## src/rtl/alu_logic_pkg.sv

```systemverilog
// Shared definitions for the two-requester logic-unit arbiter: opcodes, FSM state encoding, default width.
package alu_logic_pkg;

    localparam int WIDTH_DEF = 8;
    localparam int OP_W      = 2;

    localparam logic [1:0] OP_AND = 2'b00;
    localparam logic [1:0] OP_OR  = 2'b01;
    localparam logic [1:0] OP_NOR = 2'b10;
    localparam logic [1:0] OP_XOR = 2'b11;

    typedef enum logic [1:0] {
        ST_IDLE = 2'd0,
        ST_EXEC = 2'd1,
        ST_RESP = 2'd2
    } state_e;

endpackage

```

## src/rtl/logic_unit.sv

```systemverilog
// Combinational bitwise logic slice: AND / OR / NOR / XOR with a zero flag.
module logic_unit
    import alu_logic_pkg::*;
#(
    parameter int WIDTH = WIDTH_DEF,
    parameter int OPW   = OP_W
) (
    input  logic [OPW-1:0]   op,
    input  logic [WIDTH-1:0] a,
    input  logic [WIDTH-1:0] b,
    output logic [WIDTH-1:0] y,
    output logic             zero
);

    always_comb begin
        y = '0;
        case (op)
            OP_AND:  y = a & b;
            OP_OR:   y = a | b;
            OP_NOR:  y = ~(a | b);
            OP_XOR:  y = a ^ b;
            default: y = '0;
        endcase
    end

    assign zero = (y == '0);

endmodule

```

## src/rtl/alu_logic_arb.sv

```systemverilog
// Round-robin arbiter/sequencer sharing one logic_unit between two requesters.
// Optional grant statistics counters are enabled with the ALU_ARB_STATS_EN macro.
module alu_logic_arb
    import alu_logic_pkg::*;
#(
    parameter int WIDTH = WIDTH_DEF,
    parameter int OPW   = OP_W
) (
    input  logic             clk,
    input  logic             rst_n,
    input  logic             req0_valid,
    output logic             req0_ready,
    input  logic [OPW-1:0]   req0_op,
    input  logic [WIDTH-1:0] req0_a,
    input  logic [WIDTH-1:0] req0_b,
    input  logic             req1_valid,
    output logic             req1_ready,
    input  logic [OPW-1:0]   req1_op,
    input  logic [WIDTH-1:0] req1_a,
    input  logic [WIDTH-1:0] req1_b,
    output logic             rsp_valid,
    input  logic             rsp_ready,
    output logic             rsp_id,
    output logic [WIDTH-1:0] rsp_data,
    output logic             rsp_zero,
`ifdef ALU_ARB_STATS_EN
    output logic [15:0]      grant_cnt0,
    output logic [15:0]      grant_cnt1,
`endif
    output logic             busy
);

    state_e           state_q, state_d;
    logic             last_grant_q, last_grant_d;
    logic             grant_vld, grant_id;
    logic [OPW-1:0]   op_q;
    logic [WIDTH-1:0] a_q, b_q;
    logic             id_q;
    logic [WIDTH-1:0] rsp_data_q;
    logic             rsp_zero_q, rsp_id_q;
    logic [WIDTH-1:0] lu_y;
    logic             lu_zero;

    // Ready is gated by rst_n so both ready outputs read 0 while reset is held.
    always_comb begin
        grant_vld = 1'b0;
        grant_id  = 1'b0;
        if (rst_n && state_q == ST_IDLE) begin
            if (req0_valid && req1_valid) begin
                grant_vld = 1'b1;
                grant_id  = ~last_grant_q;
            end else if (req0_valid) begin
                grant_vld = 1'b1;
                grant_id  = 1'b0;
            end else if (req1_valid) begin
                grant_vld = 1'b1;
                grant_id  = 1'b1;
            end
        end
    end

    assign req0_ready = grant_vld & ~grant_id;
    assign req1_ready = grant_vld &  grant_id;

    always_comb begin
        state_d      = state_q;
        last_grant_d = last_grant_q;
        case (state_q)
            ST_IDLE: begin
                if (grant_vld) begin
                    state_d      = ST_EXEC;
                    last_grant_d = grant_id;
                end
            end
            ST_EXEC: state_d = ST_RESP;
            ST_RESP: begin
                if (rsp_ready) state_d = ST_IDLE;
            end
            default: state_d = ST_IDLE;
        endcase
    end

    always_ff @(posedge clk or negedge rst_n) begin
        if (!rst_n) begin
            state_q      <= ST_IDLE;
            last_grant_q <= 1'b1;
            rsp_data_q   <= '0;
            rsp_zero_q   <= 1'b0;
            rsp_id_q     <= 1'b0;
        end else begin
            state_q      <= state_d;
            last_grant_q <= last_grant_d;
            if (state_q == ST_EXEC) begin
                rsp_data_q <= lu_y;
                rsp_zero_q <= lu_zero;
                rsp_id_q   <= id_q;
            end
        end
    end

    // Operand latch carries no reset: it is only consumed in EXEC after a grant.
    always_ff @(posedge clk) begin
        if (grant_vld) begin
            op_q <= grant_id ? req1_op : req0_op;
            a_q  <= grant_id ? req1_a  : req0_a;
            b_q  <= grant_id ? req1_b  : req0_b;
            id_q <= grant_id;
        end
    end

    logic_unit #(
        .WIDTH (WIDTH),
        .OPW   (OPW)
    ) u_logic_unit (
        .op   (op_q),
        .a    (a_q),
        .b    (b_q),
        .y    (lu_y),
        .zero (lu_zero)
    );

    assign rsp_valid = (state_q == ST_RESP);
    assign busy      = (state_q != ST_IDLE);
    assign rsp_data  = rsp_data_q;
    assign rsp_zero  = rsp_zero_q;
    assign rsp_id    = rsp_id_q;

`ifdef ALU_ARB_STATS_EN
    logic [15:0] cnt0_q, cnt1_q;

    always_ff @(posedge clk or negedge rst_n) begin
        if (!rst_n) begin
            cnt0_q <= '0;
            cnt1_q <= '0;
        end else if (grant_vld) begin
            if (grant_id) cnt1_q <= cnt1_q + 16'd1;
            else          cnt0_q <= cnt0_q + 16'd1;
        end
    end

    assign grant_cnt0 = cnt0_q;
    assign grant_cnt1 = cnt1_q;
`endif

endmodule

```

## config.mk

```make
export PLATFORM = sky130hd
export DESIGN_NAME = alu_logic_arb
export DESIGN_NICKNAME = d
export VERILOG_FILES = /design/src/rtl/alu_logic_pkg.sv /design/src/rtl/logic_unit.sv /design/src/rtl/alu_logic_arb.sv
export SDC_FILE = /design/constraint.sdc
export NUM_CORES = 1
export LEC_CHECK = 0
export CORE_AREA = 2 2 65 67
export CTS_BUF_LIST = sky130_fd_sc_hd__clkbuf_8
export CTS_CLUSTER_SIZE = 12
export DETAILED_ROUTE_END_ITERATION = 10
export DIE_AREA = 0 0 67 69
export HOLD_SLACK_MARGIN = 0.1
export PLACE_DENSITY = 0.91
export SYNTH_ARGS = -nofsm -noshare
export SYNTH_HDL_FRONTEND = slang
export SYNTH_HIERARCHICAL = 1
export SYNTH_SLANG_ARGS = --single-unit
```

## constraint.sdc

```tcl
create_clock -name clk -period 2.6 [get_ports clk]
set_clock_uncertainty 0.1 [all_clocks]
set_input_delay 0.39 -clock clk [delete_from_list [all_inputs] [get_ports clk]]
set_output_delay 0.39 -clock clk [all_outputs]
set_load 0.005 [all_outputs]
```

==> results.tsv <==
metric	value	unit
outcome	complete, no violations	
grt_use_total	0.168	
dieArea	0.00462	sq mm
maxCapViolCount	0	
core-area	0.00391	sq mm
grt_pass1_vias	1378	
drive_gt1_frac	0.209	
synth_area_leader_cell	edfxtp_1	
path_common_cell	clkdlybuf4s50_1	
syn-cell-area	0.00204	sq mm
cts_tree	yes	
portBuffers	54	
synthFlopType	edfxtp_1	
rsz0062_at_grt	false	
clk_latency	280	ps
grt_pass1_wl	5.89	mm
vias_per_cell	5.04	
fin_crit_sh	0.939	
dp_hpwl	2.83	mm
overflow	0	
worst_ir_drop_vdd	334	uV
async_flop_share	0.406	
start_util	0.520	
powerDensity	645	mW/mm^2
die_h	69	um
cp-startpoint	rst_n	
ff2ff_path_depth	6	
area_growth	32.5	%
hold_viol_final	0	
synth_xor_xnor_area_share	0	
critPathSlowestCell	clkdlybuf4s50_1	
max_stage_delay	510	ps
gp_congestion	0.696	
die_w	67	um
ys_warn_count	6	
crit_required	2110	ps
final-seq-area	897	sq um
synth_fa_ha_area_frac	0.0983	
dr_wl_met3	193	um
fill_cells	289	
multi_input_area	0.00101	sq mm
avgSynthCellArea	12.3	sq um
yosys.area_share.simple	0.112	
clock_sinks	32	
p_leak	1.22	nW
holdCritPathClass	primary input to async pin	
h-tree-depth	2	
antenna_cells	0	
syn_inst	166	
yosysSeqAreaShare	0.441	
max_freq	409	MHz
drtPass1Iterations	4	
ctsRootBufferMaster	clkbuf_8	
max_slew_margin	0.614	
synth_top_family_by_area	multiplexers	
crit_chain	clkdlybuf4s50_1 > nor3b_2 > o21ai_1 > nor2_1 > clkdlybuf4s50_1	
crit_type	primary input to output pin	
clk_path_buf_depth	2	
cp-start-kind	primary input	
yosysMostFrequentCell	inv_1	
stdcell_count	275	
drv_slew	0	
r2r_start	op_q[1]$_DFFE_PP_	
yosys-top-cells-area	edfxtp_1, dfrtp_1, mux2_4	
antenna_found_initial	0	
cp_max_fo	4	
synth.top_cells.by_count	inv_1, edfxtp_1, mux2_4	
final_nets	281	
rows	23	
fin_setup_tns	0	ps
cp_top_family	buffers and inverters	
grt_max_degree	24	
synth_compound_area_frac	0.0959	
r2r_end	rsp_zero$_DFFE_PN0N_	
synthMuxAreaShare	0.188	
worst_pin_slew	580	ps
wl	3.54	mm
end_kind	output pin	
post_cts_buffers	0	
drtIter0Drc	49	
synth_nets	223	
path_clk_slew	60	ps
post-place-cells	267	
dr_wl_met2	1.88	mm
drc	0	
pin_count	55	
drt-met1-wl	1.40	mm
rrSetupSlack	670	ps
cts_buffers	5	
synth_edf_count	19	
crit_arrival	1950	ps
period_needed	2440	ps
wl_per_cell	12.9	um
synth_top_area_share	0.280	
top_layer_used	met4	
setup_viol	0	
crit_buf_inv	2	
ant_nets	0	
routed-via-count	1385	
cp.depth	5	
synth-seq-cells	32	
synth_cell_types	26	
-- kinds of logic (layout without fill, tap and decap cells) --
kind of cell / count (synthesis) / in the layout
muxes: 28 / 28
DFF: 32 / 32
adders and majority gates: 16 / 16
and+or+nand+nor: 39 / 39
AOI/OAI and AO/OA: 23 / 23
buffers and inverters: 28 / 87
-- metal layers --
| layer | vias to the layer above | track usage |
|---|---|---|
| met5 | - | 0 |
| met4 | 0 | 0.0952 |
| met3 | 7 | 0.0343 |
| met2 | 54 | 0.289 |
| met1 | 640 | 0.188 |
| li1 | 684 | - |
-- worst max-delay path by stage --
| stage | endpoint | slack, ps |
|---|---|---|
| floorplan | a_q[0]$_DFFE_PP_ | 970 |
| global placement | req0_ready | 210 |
| detailed placement | req0_ready | 130 |
| CTS | req0_ready | 100 |
| global route | req0_ready | 70 |
| finish | req0_ready | 160 |
-- flip-flops by register name (all words and copies together) (netlist names) --
register / count
last_grant_q: 1
a_q: 8
rsp_data: 8
rsp_zero: 1
id_q: 1
rsp_id: 1
state_q: 2
op_q: 2
b_q: 8
-- power breakdown --
part / internal, mW / switching [mW]
logic: 0.409 / 0.225
clock network: 0.178 / 0.169
registers: 0.684 / 0.0742
total: 1.27 / 0.468
-- layout by cell type (no fill, tap or decap), types with 2 or more instances in the layout --
master,instances
clkbuf_8,5
a21boi_1,7
mux2_4,18
buf_4,4
nand2b_1,16
nor2b_1,7
nand2_1,2
ha_1,16
nor2_1,9
inv_1,22
mux2_2,10
edfxtp_1,19
a211oi_1,2
clkinv_1,2
a211oi_2,6
dfrtp_1,12
o22ai_1,4
clkdlybuf4s50_1,54
-- repair_timing --
item | CTS | global route
setup endpoints to repair | 0 | 1
hold buffers | 0 | 0
gates resized for setup | 0 | 1
-- stage by stage --
stage               setup WS, ps  hold WS [ps]  utilization  power, mW  cell area, sq um
floorplan                    968         -5.59            -       1.11              2040
global placement             212           363        0.668       1.38              2620
detailed placement           127           382        0.668       1.41              2620
CTS                          102           338        0.689       1.75              2700
global route                65.8           352        0.689       1.85              2700
finish                       158           330        0.689       1.74              2700
-- layout make-up --
type | instances | area share
clock buffers | 5 | 0.0255
clock inverters | 3 | 0.00418
inverters | 21 | 0.0292
multi-input cells | 106 | 0.374
flip-flops and latches | 32 | 0.333
well taps | 50 | 0.0232
repair buffers | 58 | 0.212
Note: power is estimated with default switching activity, not from simulation.
